### config.mk
export PLATFORM = sky130hd
export DESIGN_NAME = text_scroll_ctrl_flat
export DESIGN_NICKNAME = d
export VERILOG_FILES = /design/src/rtl/text_scroll_ctrl_pkg.sv /design/src/rtl/text_scroll_ctrl_if.sv /design/src/rtl/char_seg_decoder.sv /design/src/rtl/text_scroll_ctrl.sv /design/src/flat_wrapper.sv
export SDC_FILE = /design/constraint.sdc
export NUM_CORES = 1
export LEC_CHECK = 0
export ABC_AREA = 1
export BUFFER_PORTS_ARGS = -buffer_cell sky130_fd_sc_hd__buf_2
export CAP_MARGIN = 10
export CORE_ASPECT_RATIO = 1.4
export CORE_MARGIN = 2
export CORE_UTILIZATION = 25
export CTS_CLUSTER_DIAMETER = 200
export DETAILED_ROUTE_END_ITERATION = 6
export PLACE_DENSITY = 0.52
export SYNTH_ARGS = -nofsm -noshare
export SYNTH_HDL_FRONTEND = slang
export SYNTH_SLANG_ARGS = --single-unit
### constraint.sdc
create_clock -name clk -period 2.9 [get_ports clk]
set_input_delay 0.58 -clock clk [delete_from_list [all_inputs] [get_ports clk]]
set_output_delay 0.58 -clock clk [all_outputs]
set_load 0.02 [all_outputs]
### src/rtl/text_scroll_ctrl_pkg.sv
// Shared constants for the text scroller: character codes, message ROMs,
// FSM states and segment helpers.
package text_scroll_ctrl_pkg;

  localparam int unsigned MSG_LEN   = 16;
  localparam int unsigned DIGITS    = 4;
  localparam int unsigned POS_BITS  = 4;
  localparam int unsigned CODE_BITS = 5;
  localparam int unsigned SEG_BITS  = 7;

  typedef logic [CODE_BITS-1:0] char_t;
  typedef logic [SEG_BITS-1:0]  seg_t;

  typedef enum logic [1:0] {
    ST_LOAD,
    ST_RUN,
    ST_PAUSE
  } state_e;

  // Character codes; anything past CH_DASH has no glyph and shows blank.
  localparam char_t CH_BLANK = 5'd0;
  localparam char_t CH_0     = 5'd1;
  localparam char_t CH_1     = 5'd2;
  localparam char_t CH_2     = 5'd3;
  localparam char_t CH_3     = 5'd4;
  localparam char_t CH_4     = 5'd5;
  localparam char_t CH_5     = 5'd6;
  localparam char_t CH_6     = 5'd7;
  localparam char_t CH_7     = 5'd8;
  localparam char_t CH_8     = 5'd9;
  localparam char_t CH_9     = 5'd10;
  localparam char_t CH_A     = 5'd11;
  localparam char_t CH_B     = 5'd12;
  localparam char_t CH_C     = 5'd13;
  localparam char_t CH_D     = 5'd14;
  localparam char_t CH_E     = 5'd15;
  localparam char_t CH_F     = 5'd16;
  localparam char_t CH_H     = 5'd17;
  localparam char_t CH_L     = 5'd18;
  localparam char_t CH_N     = 5'd19;
  localparam char_t CH_O     = 5'd20;
  localparam char_t CH_P     = 5'd21;
  localparam char_t CH_R     = 5'd22;
  localparam char_t CH_S     = 5'd23;
  localparam char_t CH_T     = 5'd24;
  localparam char_t CH_U     = 5'd25;
  localparam char_t CH_Y     = 5'd26;
  localparam char_t CH_DASH  = 5'd27;
  localparam char_t CH_UNK   = 5'd31;

  localparam seg_t SEG_BLANK = 7'h7F;

  // "HELLO UP 0123456"
  localparam char_t MSG_A [0:MSG_LEN-1] = '{
    CH_H, CH_E, CH_L, CH_L, CH_O, CH_BLANK, CH_U, CH_P,
    CH_BLANK, CH_0, CH_1, CH_2, CH_3, CH_4, CH_5, CH_6
  };

  // "SCORE 789 ADP?-F" ('?' is an unassigned code)
  localparam char_t MSG_B [0:MSG_LEN-1] = '{
    CH_S, CH_C, CH_O, CH_R, CH_E, CH_BLANK, CH_7, CH_8,
    CH_9, CH_BLANK, CH_A, CH_D, CH_P, CH_UNK, CH_DASH, CH_F
  };

  function automatic char_t msg_char(input logic sel, input logic [POS_BITS-1:0] idx);
    return sel ? MSG_B[idx] : MSG_A[idx];
  endfunction

endpackage

### src/rtl/text_scroll_ctrl_if.sv
// Select/enable inputs and display outputs of the text scroller.
interface text_scroll_ctrl_if;
  import text_scroll_ctrl_pkg::*;

  logic                         sel_clean_i;
  logic                         scroll_en_i;
  logic [DIGITS*SEG_BITS-1:0]   win_seg_o;
  logic                         msg_id_o;
  logic [POS_BITS-1:0]          pos_o;
  logic                         wrap_o;

  modport master (
    output sel_clean_i, scroll_en_i,
    input  win_seg_o, msg_id_o, pos_o, wrap_o
  );

  modport slave (
    input  sel_clean_i, scroll_en_i,
    output win_seg_o, msg_id_o, pos_o, wrap_o
  );
endinterface

### src/rtl/char_seg_decoder.sv
// Character code to active-low 7-segment pattern {g..a}; unknown codes blank.
module char_seg_decoder
  import text_scroll_ctrl_pkg::*;
(
  input  char_t code_i,
  output seg_t  seg_o
);

  // Glyph lookup
  always_comb begin
    seg_o = SEG_BLANK;
    unique case (code_i)
      CH_BLANK: seg_o = SEG_BLANK;
      CH_0:     seg_o = 7'h40;
      CH_1:     seg_o = 7'h79;
      CH_2:     seg_o = 7'h24;
      CH_3:     seg_o = 7'h30;
      CH_4:     seg_o = 7'h19;
      CH_5:     seg_o = 7'h12;
      CH_6:     seg_o = 7'h02;
      CH_7:     seg_o = 7'h78;
      CH_8:     seg_o = 7'h00;
      CH_9:     seg_o = 7'h10;
      CH_A:     seg_o = 7'h08;
      CH_B:     seg_o = 7'h03;
      CH_C:     seg_o = 7'h46;
      CH_D:     seg_o = 7'h21;
      CH_E:     seg_o = 7'h06;
      CH_F:     seg_o = 7'h0E;
      CH_H:     seg_o = 7'h09;
      CH_L:     seg_o = 7'h47;
      CH_N:     seg_o = 7'h2B;
      CH_O:     seg_o = 7'h40;
      CH_P:     seg_o = 7'h0C;
      CH_R:     seg_o = 7'h2F;
      CH_S:     seg_o = 7'h12;
      CH_T:     seg_o = 7'h07;
      CH_U:     seg_o = 7'h41;
      CH_Y:     seg_o = 7'h11;
      CH_DASH:  seg_o = 7'h3F;
      default:  seg_o = SEG_BLANK;
    endcase
  end

endmodule

### src/rtl/text_scroll_ctrl.sv
// Scrolls a 4-character window across one of two fixed messages and drives
// registered 7-segment patterns for the display multiplexer.
module text_scroll_ctrl
  import text_scroll_ctrl_pkg::*;
#(
  parameter int unsigned SCROLL_LIMIT = 25_000_000,
  parameter int unsigned CNT_BITS     = 25
) (
  input logic              clk,
  input logic              rst,
  text_scroll_ctrl_if.slave bus
);

  localparam logic [CNT_BITS-1:0] CNT_LAST = CNT_BITS'(SCROLL_LIMIT - 1);

  state_e                     state_q;
  logic                       sel_q;
  logic                       msg_id_q;
  logic [POS_BITS-1:0]        pos_q;
  logic [CNT_BITS-1:0]        cnt_q;
  logic                       wrap_q;
  logic [DIGITS*SEG_BITS-1:0] win_seg_q;
  logic [DIGITS*SEG_BITS-1:0] win_seg_d;

  logic sel_chg;
  logic step_tick;

  assign sel_chg   = bus.sel_clean_i ^ sel_q;
  assign step_tick = (cnt_q == CNT_LAST);

  // Digit k (0 = rightmost) shows character pos+DIGITS-1-k, wrapping mod MSG_LEN.
  for (genvar k = 0; k < DIGITS; k++) begin : g_dig
    logic [POS_BITS-1:0] idx;
    char_t               code;

    assign idx  = pos_q + POS_BITS'(DIGITS - 1 - k);
    assign code = msg_char(msg_id_q, idx);

    char_seg_decoder u_dec (
      .code_i (code),
      .seg_o  (win_seg_d[k*SEG_BITS +: SEG_BITS])
    );
  end

  // Select input history for change detection
  always_ff @(posedge clk or posedge rst) begin
    if (rst) sel_q <= 1'b0;
    else     sel_q <= bus.sel_clean_i;
  end

  // Scroll FSM with step counter, position and wrap pulse
  always_ff @(posedge clk or posedge rst) begin
    if (rst) begin
      state_q  <= ST_LOAD;
      msg_id_q <= 1'b0;
      pos_q    <= '0;
      cnt_q    <= '0;
      wrap_q   <= 1'b0;
    end else begin
      wrap_q <= 1'b0;
      unique case (state_q)
        ST_LOAD: begin
          msg_id_q <= sel_q;
          pos_q    <= '0;
          cnt_q    <= '0;
          state_q  <= bus.scroll_en_i ? ST_RUN : ST_PAUSE;
        end
        ST_RUN: begin
          if (sel_chg) begin
            state_q <= ST_LOAD;
          end else if (!bus.scroll_en_i) begin
            state_q <= ST_PAUSE;
          end else if (step_tick) begin
            cnt_q  <= '0;
            pos_q  <= pos_q + 1'b1;
            wrap_q <= (pos_q == '1);
          end else begin
            cnt_q <= cnt_q + 1'b1;
          end
        end
        ST_PAUSE: begin
          if (sel_chg)               state_q <= ST_LOAD;
          else if (bus.scroll_en_i)  state_q <= ST_RUN;
        end
        default: state_q <= ST_LOAD;
      endcase
    end
  end

  // Window pattern register, one cycle behind pos/msg_id
  always_ff @(posedge clk or posedge rst) begin
    if (rst) win_seg_q <= '1;
    else     win_seg_q <= win_seg_d;
  end

  assign bus.win_seg_o = win_seg_q;
  assign bus.msg_id_o  = msg_id_q;
  assign bus.pos_o     = pos_q;
  assign bus.wrap_o    = wrap_q;

endmodule

### src/flat_wrapper.sv
// flat-port wrapper written by rule: the top's interface ports become plain ports
module text_scroll_ctrl_flat import text_scroll_ctrl_pkg::*;
#(
  parameter int unsigned SCROLL_LIMIT = 25_000_000,
  parameter int unsigned CNT_BITS     = 25
)
  (clk, rst, bus_sel_clean_i, bus_scroll_en_i, bus_win_seg_o, bus_msg_id_o, bus_pos_o, bus_wrap_o);
  text_scroll_ctrl_if bus_i ();
  input logic clk;
  input logic rst;
  input wire logic [$bits(bus_i.sel_clean_i)-1:0] bus_sel_clean_i;
  input wire logic [$bits(bus_i.scroll_en_i)-1:0] bus_scroll_en_i;
  output wire logic [$bits(bus_i.win_seg_o)-1:0] bus_win_seg_o;
  output wire logic [$bits(bus_i.msg_id_o)-1:0] bus_msg_id_o;
  output wire logic [$bits(bus_i.pos_o)-1:0] bus_pos_o;
  output wire logic [$bits(bus_i.wrap_o)-1:0] bus_wrap_o;
  assign bus_i.sel_clean_i = bus_sel_clean_i;
  assign bus_i.scroll_en_i = bus_scroll_en_i;
  assign bus_win_seg_o = bus_i.win_seg_o;
  assign bus_msg_id_o = bus_i.msg_id_o;
  assign bus_pos_o = bus_i.pos_o;
  assign bus_wrap_o = bus_i.wrap_o;
  text_scroll_ctrl #(.SCROLL_LIMIT(SCROLL_LIMIT), .CNT_BITS(CNT_BITS)) u_core (.clk(clk), .rst(rst), .bus(bus_i));
endmodule
==> summary.md, run 1 <==
The run finished with clean final reports. The total area inside the core boundary comes to 0.0226 mm^2. Of the synthesized area, sequential elements account for 27.5%. The die is 184 um tall. Terminating pin of the worst hold path: u_core.sel_q$_DFF_PP0_.

The endpoint arrival time on the critical path was 2.97 ns. The shortest clock period the worst path allows after layout came out at 2.67 ns. For this run, the detailed router's first-pass iteration total came to 5. Based on the critical path, the design can be clocked at up to 374 MHz. The flop and latch count out of synthesis is 62. The critical path is of the flip-flop to flip-flop type. Measured against its own limit, the worst slew margin works out to 55.0%. The number of slew-limit violations in the final report was 0. The worst hold margin was 0.357 ns. At the end of routability-driven placement, the weighted congestion stood at 0.883.

The portion of the clock cycle consumed by the worst path in the final layout is 92.1%. For this run, the post-layout net count is 980. Most used routing layer: met2. For the max-cap check violation count, the log shows 0.

Among all cell types in the netlist, the one instantiated most often is sky130_fd_sc_hd__nand2_1. Kind of capture point of the worst setup path: a flip-flop. The run gives 884 as the instance count of the mapped netlist. After clock tree synthesis, the flow added hold-fix buffers numbering 0. The post-synth design cell area is 0.00577 mm^2. For the number of antenna violations at the first check in global routing, the log shows 0. The worst hold path begins at bus_sel_clean_i. The worst setup path is launched from a flip-flop. TritonCTS built the clock tree.

Global routing consumed, over all layers together, 13.6% of the routing resources. For this configuration, the core starts out at a cell density of 25.5%. The most frequently used flop master after synthesis was sky130_fd_sc_hd__dfrtp_1. The synthesis warning total was 0; the horizontal die dimension was 132 um. The depth of the most critical reg-to-reg path came out at 16. In this run the count of I/O pins placed on the die edge is 38.

The post-placement setup slack is 0.136 ns, and the distinct cell type count of the synthesized netlist is 43. The die outline area came out at 0.0243 mm^2. Buffer cell driving the clock tree root: sky130_fd_sc_hd__clkbuf_16.

Half-perimeter wire length of the detailed placement result: 12200 um. In this run the worst path has a maximum fanout of 8. The run gives 16100 um as the total length of routed wires. By area the synthesized netlist is led by sky130_fd_sc_hd__nand2_1, sky130_fd_sc_hd__dfrtp_1, sky130_fd_sc_hd__dfstp_2. The startpoint identified for the worst register-to-register timing path is u_core.bus.pos_o[1]$_DFFE_PP0P_. Relative to the synthesized area, the layout overhead comes to 15.6%. The slew at the pin with the worst max-slew slack was 0.675 ns; the violation count after the first detailed-route iteration was 309. The class of the most critical hold timing path was input pin to flip-flop. The design draws 5.58 mW.

The number of enable flip-flop cells after synthesis is 0, and the first-pass GRT wire length is 26800 um. The share of final-layout standard cells stronger than drive strength 1 is 19.3%, and the fraction of met1 tracks used by global routing is 14.6%. The tools report the sum of negative setup slack as 0 ns. Synthesis produced a netlist with a net count of 931. In this run, CTS created clock tree buffers numbering 9. The run gives 0 as the hold violation total from the final report. The ratio of routed vias to standard cells was 4.66. Ranked by instance count, the synthesized netlist is headed by sky130_fd_sc_hd__nand2_1, sky130_fd_sc_hd__nand3_1, sky130_fd_sc_hd__nor2_1, sky130_fd_sc_hd__inv_1, sky130_fd_sc_hd__o21ai_0. At the worst endpoint, the required time is 3.19 ns. Clock-pin slew was measured on the worst setup and hold paths at 0.07 ns. The worst hold path depth was 1; the port buffer count was 37. Excluding fillers, the count of instances in the completed layout stands at 1239.

The pin count of the biggest net entering global routing is 42. The layout has 2585 filler cells. The tools report the antenna cell count as 0. The area fraction of the dominant cell type after synthesis works out to 17.7%.

IR analysis of the VDD net gives a maximum drop of 0.333 mV. The average footprint of a synthesized cell is 6.52 um^2. Setup slack on the critical path of the routed design comes to 0.229 ns. Worst-skew pair later-pin latency: 0.36 ns.

The met3 track demand over resource was 2.12%; the residual DRC count was 0. The initialized floorplan defines 65 standard-cell rows. Average wire per standard cell: 13.0 um. Setup repair after global routing left no endpoint under its margin. The placed instances occupy a cell area of 0.00634 mm^2.

After detailed placement, the design holds a cell count of 1219. For this block, the via count after detailed routing is 5777. Once layout is done, the placed cells without fillers occupy 0.00667 mm^2.

The run gives 3.24 nW as the static leakage. Number of buffers on the longest clock path: 2. CTS built an H-tree with a depth of 3.

For this design the ratio of total power to cell area is 837 mW/mm^2. The tools report the utilization after layout as 29.5%. Final setup violation count: 0.

In the global route stage, met2 resource usage came out at 25.7%. The number of global-route vias before repair was 5644; the post-route clock skew was 0.0121 ns. For the antenna violation net count after detailed routing, the log shows 0. The count of clock tree sinks was 62.

The library cell occupying the most area in the post-synthesis netlist is sky130_fd_sc_hd__nand2_1. The global-route congestion overflow total is 0. The fraction of synthesis flops using an asynchronous set or reset pin works out to 100%. The reg2reg setup slack was 0.23 ns. The endpoint identified for the worst register-to-register timing path is u_core.bus.win_seg_o[16]$_DFF_PP1_.
==> worst max-delay path: stages, from the launching register on <==
cell and delay, ns:
sky130_fd_sc_hd__dfrtp_2 0.47, sky130_fd_sc_hd__buf_4 0.19, sky130_fd_sc_hd__ha_1 0.27, sky130_fd_sc_hd__inv_2 0.13
sky130_fd_sc_hd__nand2_1 0.08, sky130_fd_sc_hd__nand2_2 0.17, sky130_fd_sc_hd__nand2_2 0.10, sky130_fd_sc_hd__nand3_1 0.08
sky130_fd_sc_hd__nand2_1 0.05, sky130_fd_sc_hd__nand2_1 0.21, sky130_fd_sc_hd__inv_2 0.13, sky130_fd_sc_hd__ha_1 0.31
sky130_fd_sc_hd__inv_1 0.06, sky130_fd_sc_hd__nor2_1 0.13, sky130_fd_sc_hd__nand2_1 0.07, sky130_fd_sc_hd__o21a_1 0.11
sky130_fd_sc_hd__nand2_1 0.05
==> cell type report <==
type | instances | area (um^2) | area share [%]
Tap cell | 301 | 377 | 5.65
Clock inverter | 7 | 50.0 | 0.750
Multi-Input combinational cell | 696 | 3630 | 54.4
Clock buffer | 9 | 225 | 3.38
Timing Repair Buffer | 68 | 430 | 6.45
Sequential cell | 62 | 1590 | 23.8
Inverter | 96 | 372 | 5.57
==> sequential cells by signal, indices dropped and copies added (netlist names) <==
register,flops
u_core.bus.wrap_o,1
u_core.bus.msg_id_o,1
u_core.bus.pos_o,4
u_core.cnt_q,25
u_core.state_q,2
u_core.bus.win_seg_o,28
u_core.sel_q,1
==> worst max path at each step <==
stage | from | to | slack [ns] | cells after the start
global route | u_core.bus.pos_o[1]$_DFFE_PP0P_ | u_core.bus.win_seg_o[1]$_DFF_PP1_ | 0.004 | 18
CTS | u_core.bus.pos_o[1]$_DFFE_PP0P_ | u_core.bus.win_seg_o[3]$_DFF_PP1_ | 0.11 | 21
detailed placement | u_core.bus.pos_o[1]$_DFFE_PP0P_ | u_core.bus.win_seg_o[3]$_DFF_PP1_ | 0.14 | 21
floorplan | u_core.bus.pos_o[0]$_DFFE_PP0P_ | u_core.bus.win_seg_o[1]$_DFF_PP1_ | 0.006 | 21
global placement | u_core.bus.pos_o[1]$_DFFE_PP0P_ | u_core.bus.win_seg_o[3]$_DFF_PP1_ | 0.14 | 21
finish | u_core.bus.pos_o[1]$_DFFE_PP0P_ | u_core.bus.win_seg_o[16]$_DFF_PP1_ | 0.23 | 16
==> timing repair <==
| action | in CTS | in global routing |
|---|---|---|
| gates resized for setup | 0 | 13 |
| buffers inserted | 0 | 4 |
| setup endpoints to repair | 0 | 14 |
==> cells by family (layout without fill, tap and decap cells) <==
family	after synthesis	count (layout)	share of synthesized area [%]
XOR/XNOR	6	6	0.911
flip-flops	62	62	27.5
AO/OA/AOI/OAI	112	112	11.1
AND/OR/NAND/NOR	535	535	41.1
buffers and inverters	126	180	10.1
adder cells (fa/ha/maj)	43	43	9.33
==> layer usage <==
metal	wire length (um)	part of all wire, %	vias up
met1	6690	42	2669
met5	0	0	-
met3	448	2.8	32
met4	488	3.0	0
met2	8440	53	115
li1	-	-	2961
==> where the power goes <==
part | internal, mW | total, mW | switching, mW
Sequential | 1.21 | 1.28 | 0.0709
Combinational | 1.09 | 3.26 | 2.17
Clock | 0.579 | 1.04 | 0.458
==> layout by cell type, fill, tap and decap left out, types with 6 or more instances in the layout <==
cell and count:
sky130_fd_sc_hd__nand3_2 8, sky130_fd_sc_hd__nor2_1 91, sky130_fd_sc_hd__ha_1 41, sky130_fd_sc_hd__nor3_1 13, sky130_fd_sc_hd__dfrtp_1 32, sky130_fd_sc_hd__nor4_1 6
sky130_fd_sc_hd__nand2_1 267, sky130_fd_sc_hd__o211ai_1 11, sky130_fd_sc_hd__nand3_1 100, sky130_fd_sc_hd__clkbuf_16 9, sky130_fd_sc_hd__o21ai_0 50, sky130_fd_sc_hd__nand2_2 20
sky130_fd_sc_hd__dfstp_2 28, sky130_fd_sc_hd__nand4_1 12, sky130_fd_sc_hd__o21ai_1 16, sky130_fd_sc_hd__xor2_1 6, sky130_fd_sc_hd__a21oi_1 22, sky130_fd_sc_hd__inv_2 21
sky130_fd_sc_hd__buf_2 37, sky130_fd_sc_hd__inv_1 72, sky130_fd_sc_hd__buf_4 30
Note: power is estimated with default switching activity, not from simulation.
==> inputs of run 2 (changes only) <==
- GPL_ROUTABILITY_DRIVEN: default -> 0
- SYNTH_HIERARCHICAL: default -> 1
==> summary.md, run 2 <==
The worst path in the final design needs a cycle of 2.66 ns, including I/O delays and setup. The die covers 0.0232 mm^2. The final worst setup slack is 0.241 ns. In the final layout, the share of cells above drive strength 1 is 17.5%. For this design the static power due to leakage is 3.30 nW. The internal cell power is 2.18 mW. The tools report the flip-flop and latch area as 0.00159 mm^2. The worst setup path is captured at a flip-flop. For the final database, setup skew stands at 0.0131 ns. The synthesized design contains 0 enable-type register cells. The worst setup path is launched from a flip-flop. The run gives 0.34 ns as the worst-skew pair later-pin latency. The initial utilization of the core area, before any placement, comes to 25.3%.

The run gives 9 as the number of clock buffers inserted by TritonCTS. The global-route congestion overflow total was 0; the I/O pin count was 38. The simple-gate area share of the yosys netlist was 39.6%; the proportion of power drawn by combinational gates was 31.6%.

The area fraction of the dominant cell type after synthesis is 21.4%, and the ratio of total power to cell area is 506 mW/mm^2. Setup violations remaining at the end of the flow were counted as 0. The logs give 5 for the length of the first detailed-routing pass in iterations and 2415 for the number of inserted filler cells in the final layout. By area the synthesized netlist is led by sky130_fd_sc_hd__nand2_1, sky130_fd_sc_hd__dfrtp_1, sky130_fd_sc_hd__dfstp_2. STA puts the critical path data arrival time at 2.91 ns.

The root buffer cell chosen for the clock tree is sky130_fd_sc_hd__clkbuf_16. The slew at the pin with the worst max-slew slack was 0.977 ns; the net count of the finished layout was 966. The H-tree generated during clock tree synthesis spans 3 levels. The total length of routed wires is 14900 um, and the proportion of synthesized area in mux cells is 0%.

Input and output buffers added on the ports amount to 37. The worst hold path belongs to the class input pin to asynchronous set/reset pin. Average wire per standard cell: 12.2 um.

Number of slew-limit violations in the final report: 0. The average footprint of a synthesized cell is 6.34 um^2, and the share of synthesized area occupied by flip-flops and latches is 28.8%. The HPWL after detailed placement is 11500 um. After synthesis, the share of flip-flops with an asynchronous set or reset is 100%. Leaving out fill and tap cells, the most frequent cells in the layout are sky130_fd_sc_hd__nand2_1, sky130_fd_sc_hd__nor2_1, sky130_fd_sc_hd__nand3_1.

The peak supply drop was 0.272 mV; the layout overhead on the synthesized area was 18.4%. Global routing used 13.6% of the available tracks across all layers. The leading cell type in the layout, fill and taps excluded was sky130_fd_sc_hd__nand2_1. By area, the combinational part of the netlist is dominated by simple AND/OR/NAND/NOR gates. The number of buffers on the longest clock path was 2; the arithmetic-cell share of the synthesized area counting full adders, half adders and majority gates was 8.42%.

Summing all multi-input logic gate instances after layout gives 0.00340 mm^2. The hold violation total from the final report is 0. Max-cap check violation count: 0. The max-slew headroom at the worst pin was 34.3%.

From left edge to right edge, the die measures 129 um. The most frequently used flop master after synthesis was sky130_fd_sc_hd__dfrtp_1. At the worst endpoint, the required time is 3.15 ns. After floorplanning, the core was sized to cover 0.0217 mm^2. The number of global-route vias before repair is 5389, and the complex-gate fraction of the synthesized area is 11.6%. Net switching is 34.0% of the power.

The most common cell in the synthesized netlist is sky130_fd_sc_hd__nand2_1. By count the netlist is led by sky130_fd_sc_hd__nand2_1, sky130_fd_sc_hd__nor2_1, sky130_fd_sc_hd__inv_1, sky130_fd_sc_hd__nand3_1, sky130_fd_sc_hd__o21ai_0. Clock-pin slew was measured on the worst setup and hold paths at 0.06 ns. The number of nets in the synthesized netlist is 909.

The flop and latch count out of synthesis was 62; the instance count of the mapped netlist was 868. The number of antenna diodes in the final layout is 0. The logs give 25700 um for the first-pass GRT wire length and 36 for the pin count of the biggest net entering global routing. The largest fanout on the critical path was 8; the number of buffers inserted for hold repair after clock tree synthesis was 0.

The analysis attributes to net switching a power of 1.12 mW. The largest total area in the synthesized netlist belongs to sky130_fd_sc_hd__nand2_1. The logs give 62 for the count of clock tree sinks and 30.0% for the utilization after layout.

After routing, the total negative slack on setup checks comes to 0 ns. The run gives 0.383 ns as the worst hold margin. The logs give 32.5% for the sequential power share and 5540 for the overall via count from detail_route. The distinct cell type count of the synthesized netlist is 40. The final critical path takes up 91.7% of the cycle. The fmax was 376 MHz; the post-placement setup slack was 0.142 ns.

The worst setup path category is flip-flop to flip-flop. The post-synth design cell area was 0.00550 mm^2. The flow ran to the end, and the final reports show no timing, DRC or antenna violations. The register with the most flip-flops in the layout has 28 of them.

The antenna violation net count after detailed routing was 0; the residual DRC count was 0. Measured along the y axis, the die boundary spans 180 um. The floorplan has 64 rows. The ratio of routed vias to standard cells works out to 4.52. For the number of antenna violations at the first check in global routing, the log shows 0.

Of the total synthesized cell area, the portion taken by XOR and XNOR cells is 1.27%. For the clock network fraction of total power, the log shows 36.0%. TritonCTS built the clock tree. For this run, the number of Yosys warnings is 6. The violation count after the first detailed-route iteration came out at 306.
[run 2: cell type report]
type                            count  area share (%)
Multi-Input combinational cell    681            52.2
Sequential cell                    62            24.4
Timing Repair Buffer               73            6.99
Tap cell                          297            5.71
Inverter                           98            5.65
Clock buffer                       12            3.94
Clock inverter                      4            1.08
[run 2: through the flow]
| stage | power [mW] | cells | instance area [um^2] |
|---|---|---|---|
| 3_5_place_dp | 2.14 | 1209 | 6150 |
| 3_3_place_gp | 2.14 | 1209 | 6150 |
| 6_report | 3.30 | 1227 | 6510 |
| 4_1_cts | 3.35 | 1225 | 6470 |
| 5_1_grt | 3.52 | 1227 | 6510 |
| 2_1_floorplan | 1.84 | 868 | 5530 |
[run 2: kinds of logic (layout without fill, tap and decap cells)]
logic type	after synthesis	count (layout)
compound gates	116	116
xor+xnor	8	8
flops	62	62
fa+ha+maj	37	37
simple gates	520	520
buf+inv	125	187
[run 2: layer usage]
metal	up-vias	wire (um)	global-route usage, %
met5	-	0	0
met4	0	360	5.83
met3	22	266	1.90
met2	70	7790	24.3
met1	2577	6530	15.9
li1	2871	-	-
[run 2: critical path: stages, from the launching register on]
cell and delay (ns):
sky130_fd_sc_hd__dfrtp_2 0.47, sky130_fd_sc_hd__inv_1 0.20, sky130_fd_sc_hd__ha_4 0.17, sky130_fd_sc_hd__inv_1 0.07
sky130_fd_sc_hd__ha_4 0.24, sky130_fd_sc_hd__inv_2 0.09, sky130_fd_sc_hd__nand2_1 0.08, sky130_fd_sc_hd__o21ai_0 0.08
sky130_fd_sc_hd__o21ai_0 0.10, sky130_fd_sc_hd__o211ai_1 0.25, sky130_fd_sc_hd__buf_4 0.19, sky130_fd_sc_hd__ha_1 0.18
sky130_fd_sc_hd__inv_1 0.06, sky130_fd_sc_hd__nand2_1 0.05, sky130_fd_sc_hd__nand3_1 0.10, sky130_fd_sc_hd__a21oi_1 0.23
[run 2: timing repair]
action / 4_1_cts / 5_1_grt
setup endpoints to repair: 0 / 24
buffers inserted: 0 / 2
resized for setup: 0 / 8
[run 2: power by group through the flow]
stage / Combinational (mW) / Clock, mW / Sequential, mW
global route: 1.18 / 1.26 / 1.08
global placement: 1.06 / 0 / 1.09
CTS: 1.05 / 1.22 / 1.07
floorplan: 0.613 / 0 / 1.23
finish: 1.04 / 1.18 / 1.07
detailed placement: 1.05 / 0 / 1.09
[run 2: worst paths after layout]
path / from / to / slack [ns] / depth (start not counted)
setup / recovery: u_core/bus.pos_o[1]$_DFFE_PP0P_ / u_core/bus.win_seg_o[0]$_DFF_PP1_ / 0.24 / 15
hold / removal: rst / u_core/cnt_q[21]$_DFFE_PP0P_ / 0.38 / 2
hold reg to reg: u_core/sel_q$_DFF_PP0_ / u_core/bus.msg_id_o$_DFFE_PP0P_ / 0.54 / 2
min in group clk: bus_sel_clean_i / u_core/sel_q$_DFF_PP0_ / 0.39 / 1
max in group asynchronous: rst / u_core/bus.win_seg_o[2]$_DFF_PP1_ / 1.72 / 3
setup reg to reg: u_core/bus.pos_o[1]$_DFFE_PP0P_ / u_core/bus.win_seg_o[0]$_DFF_PP1_ / 0.24 / 15
==> inputs of run 3 (changes only) <==
- CTS_BUF_LIST: default -> sky130_fd_sc_hd__clkbuf_4
==> summary.md, run 3 (synthesized netlist as in run 2, its figures left out) <==
The ratio of total power to cell area came out at 438 mW/mm^2. The core region area is 0.0217 mm^2, and the port buffer count is 37. The die covers 0.0232 mm^2. The antenna violation net count after detailed routing was 0; the shortest clock period the worst path allows after layout was 2.69 ns. The class of the most critical hold timing path was input pin to asynchronous set/reset pin.

The worst-case IR drop observed on VDD is 0.232 mV. The first global-routing pass estimated 25600 um of wire. Summing all flip-flop and latch instances after layout gives 0.00159 mm^2. After detailed routing, the number of vias per cell comes to 4.52. The floorplan step set the die width to 129 um. The finished layout holds 1232 standard cells, fillers aside. The floorplan die height was 180 um; the number of clock buffers inserted by TritonCTS was 9. Clock tree synthesis found a total of 62 sinks. After legalization and detailed placement, the total HPWL measured 11500 um. The worst setup path is captured at a flip-flop. Number of flip-flops in the largest register: 28. The total routing usage reported by global routing is 13.6%. The initial core utilization was 25.3%. The tools report the total power after layout as 2.80 mW. Worst endpoint required time: 3.27 ns. Once placement finished, the instance area stood at 0.00615 mm^2. The number of antenna violations at the first check in global routing is 1, and the share of final-layout standard cells stronger than drive strength 1 is 18.1%.

The tools report the total length of routed wires as 15000 um. Hold repair after CTS inserted 0 buffers. The analysis attributes to cell leakage a power of 3.24 nW. Summed over all failing endpoints, the final setup total negative slack is 0 ns. In this run the clock root is driven by a sky130_fd_sc_hd__clkbuf_4. The net count of the finished layout is 970. Length of the first detailed-routing pass in iterations: 5. Entering global routing, the biggest net connects 36 pins. The top cell types in the final layout, fill and taps aside, are sky130_fd_sc_hd__nand2_1, sky130_fd_sc_hd__nor2_1, sky130_fd_sc_hd__nand3_1.

Hold is met by 0.241 ns. The tools report the post-route standard cell area excluding fillers as 0.00639 mm^2. The largest fanout on the critical path is 7.

Headroom to the max-slew limit came out at 35.4%. The worst setup path category is flip-flop to flip-flop. The depth of the most critical reg-to-reg path is 16.

After detailed routing, the number of remaining DRC violations is 0. The endpoint arrival time on the critical path came out at 3.06 ns. Number of slew-limit violations in the final report: 0. The tools report the max-cap check violation count as 0. The layout overhead on the synthesized area is 16.3%. Fill cells in the final layout number 2433. For this run, the share of the core covered by cells in the final layout is 29.5%. For this block, the via count after detailed routing is 5564.

Clock-pin slew was measured on the worst setup and hold paths at 0.13 ns. Summing all multi-input logic gate instances after layout gives 0.00342 mm^2. The number of global-route vias before repair is 5389.

Leading cell type in the layout, fill and taps excluded: sky130_fd_sc_hd__nand2_1. The post-route clock skew is 0.0329 ns, and the portion of the clock cycle consumed by the worst path in the final layout is 92.8%. At the later pin of the worst-skew pair, clock insertion delay measures 0.46 ns. The average wire per standard cell is 12.1 um. Setup violations remaining at the end of the flow were counted as 0. The run gives 0.210 ns as the final worst setup slack. The critical path launch point type was a flip-flop. The longest clock path from root to sink contains 2 buffers. The H-tree was split into 3 levels. The floorplan has 64 rows. The hold violation total from the final report was 0.

TritonCTS built the clock tree. OpenSTA, run right after detailed placement, puts the worst setup slack at 0.142 ns. In this run, placement finished with an instance count of 1209.

Based on the critical path, the design can be clocked at up to 372 MHz. Global routing finished with a remaining overflow of 0. The flow ran to the end, and the final reports show no timing, DRC or antenna violations.

Setup repair after global routing could not meet its margin everywhere. At the pin with the least slew margin, the transition time is 0.960 ns. The I/O pin count is 38. For the violation count after the first detailed-route iteration, the log shows 241.
-- run 3: final cells by class --
| cell class | count | share of cell area [%] |
|---|---|---|
| multi-input cells | 681 | 53.5 |
| flip-flops and latches | 62 | 24.9 |
| repair buffers | 77 | 7.59 |
| inverters | 98 | 5.81 |
| well taps | 297 | 5.81 |
| clock inverters | 6 | 1.21 |
| clock buffers | 10 | 1.17 |
| diodes | 1 | 0.0391 |
-- run 3: worst max-delay path: stages, from the launching register on --
cell and delay (ns):
sky130_fd_sc_hd__dfrtp_2 0.49, sky130_fd_sc_hd__clkinvlp_4 0.21, sky130_fd_sc_hd__ha_4 0.20, sky130_fd_sc_hd__inv_1 0.10
sky130_fd_sc_hd__ha_4 0.23, sky130_fd_sc_hd__inv_2 0.09, sky130_fd_sc_hd__nand2_1 0.08, sky130_fd_sc_hd__o21ai_0 0.08
sky130_fd_sc_hd__o21ai_0 0.10, sky130_fd_sc_hd__o211ai_1 0.24, sky130_fd_sc_hd__inv_1 0.15, sky130_fd_sc_hd__ha_4 0.27
sky130_fd_sc_hd__nor2_1 0.13, sky130_fd_sc_hd__nand2_1 0.06, sky130_fd_sc_hd__nand2_1 0.05, sky130_fd_sc_hd__nor2_1 0.03
sky130_fd_sc_hd__nor2_1 0.10
-- run 3: final timing paths --
| check | start | to | slack [ns] |
|---|---|---|---|
| hold / removal | rst | u_core/cnt_q[21]$_DFFE_PP0P_ | 0.24 |
| min in group clk | bus_sel_clean_i | u_core/sel_q$_DFF_PP0_ | 0.27 |
| setup reg to reg | u_core/bus.pos_o[1]$_DFFE_PP0P_ | u_core/bus.win_seg_o[2]$_DFF_PP1_ | 0.21 |
| max in group asynchronous | rst | u_core/bus.win_seg_o[2]$_DFF_PP1_ | 1.83 |
| hold reg to reg | u_core/sel_q$_DFF_PP0_ | u_core/bus.msg_id_o$_DFFE_PP0P_ | 0.55 |
| setup / recovery | u_core/bus.pos_o[1]$_DFFE_PP0P_ | u_core/bus.win_seg_o[2]$_DFF_PP1_ | 0.21 |
-- run 3: what timing repair did --
action / CTS / global route
setup buffers: 0 / 6
gates resized for setup: 0 / 12
endpoints found under the setup margin: 0 / 27
-- run 3: routing by layer --
layer / track usage [%] / share of wire, %
met5: 0 / 0
met3: 1.99 / 2.4
met4: 5.70 / 2.7
met2: 24.3 / 52
met1: 15.8 / 43
-- run 3: report_power, final --
part | switching [mW] | leakage [nW] | internal [mW] | total [mW]
Clock | 0.339 | 0.0852 | 0.351 | 0.689
Combinational | 0.701 | 2.40 | 0.341 | 1.04
Sequential | 0.0293 | 0.756 | 1.04 | 1.07
Total | 1.07 | 3.24 | 1.73 | 2.80
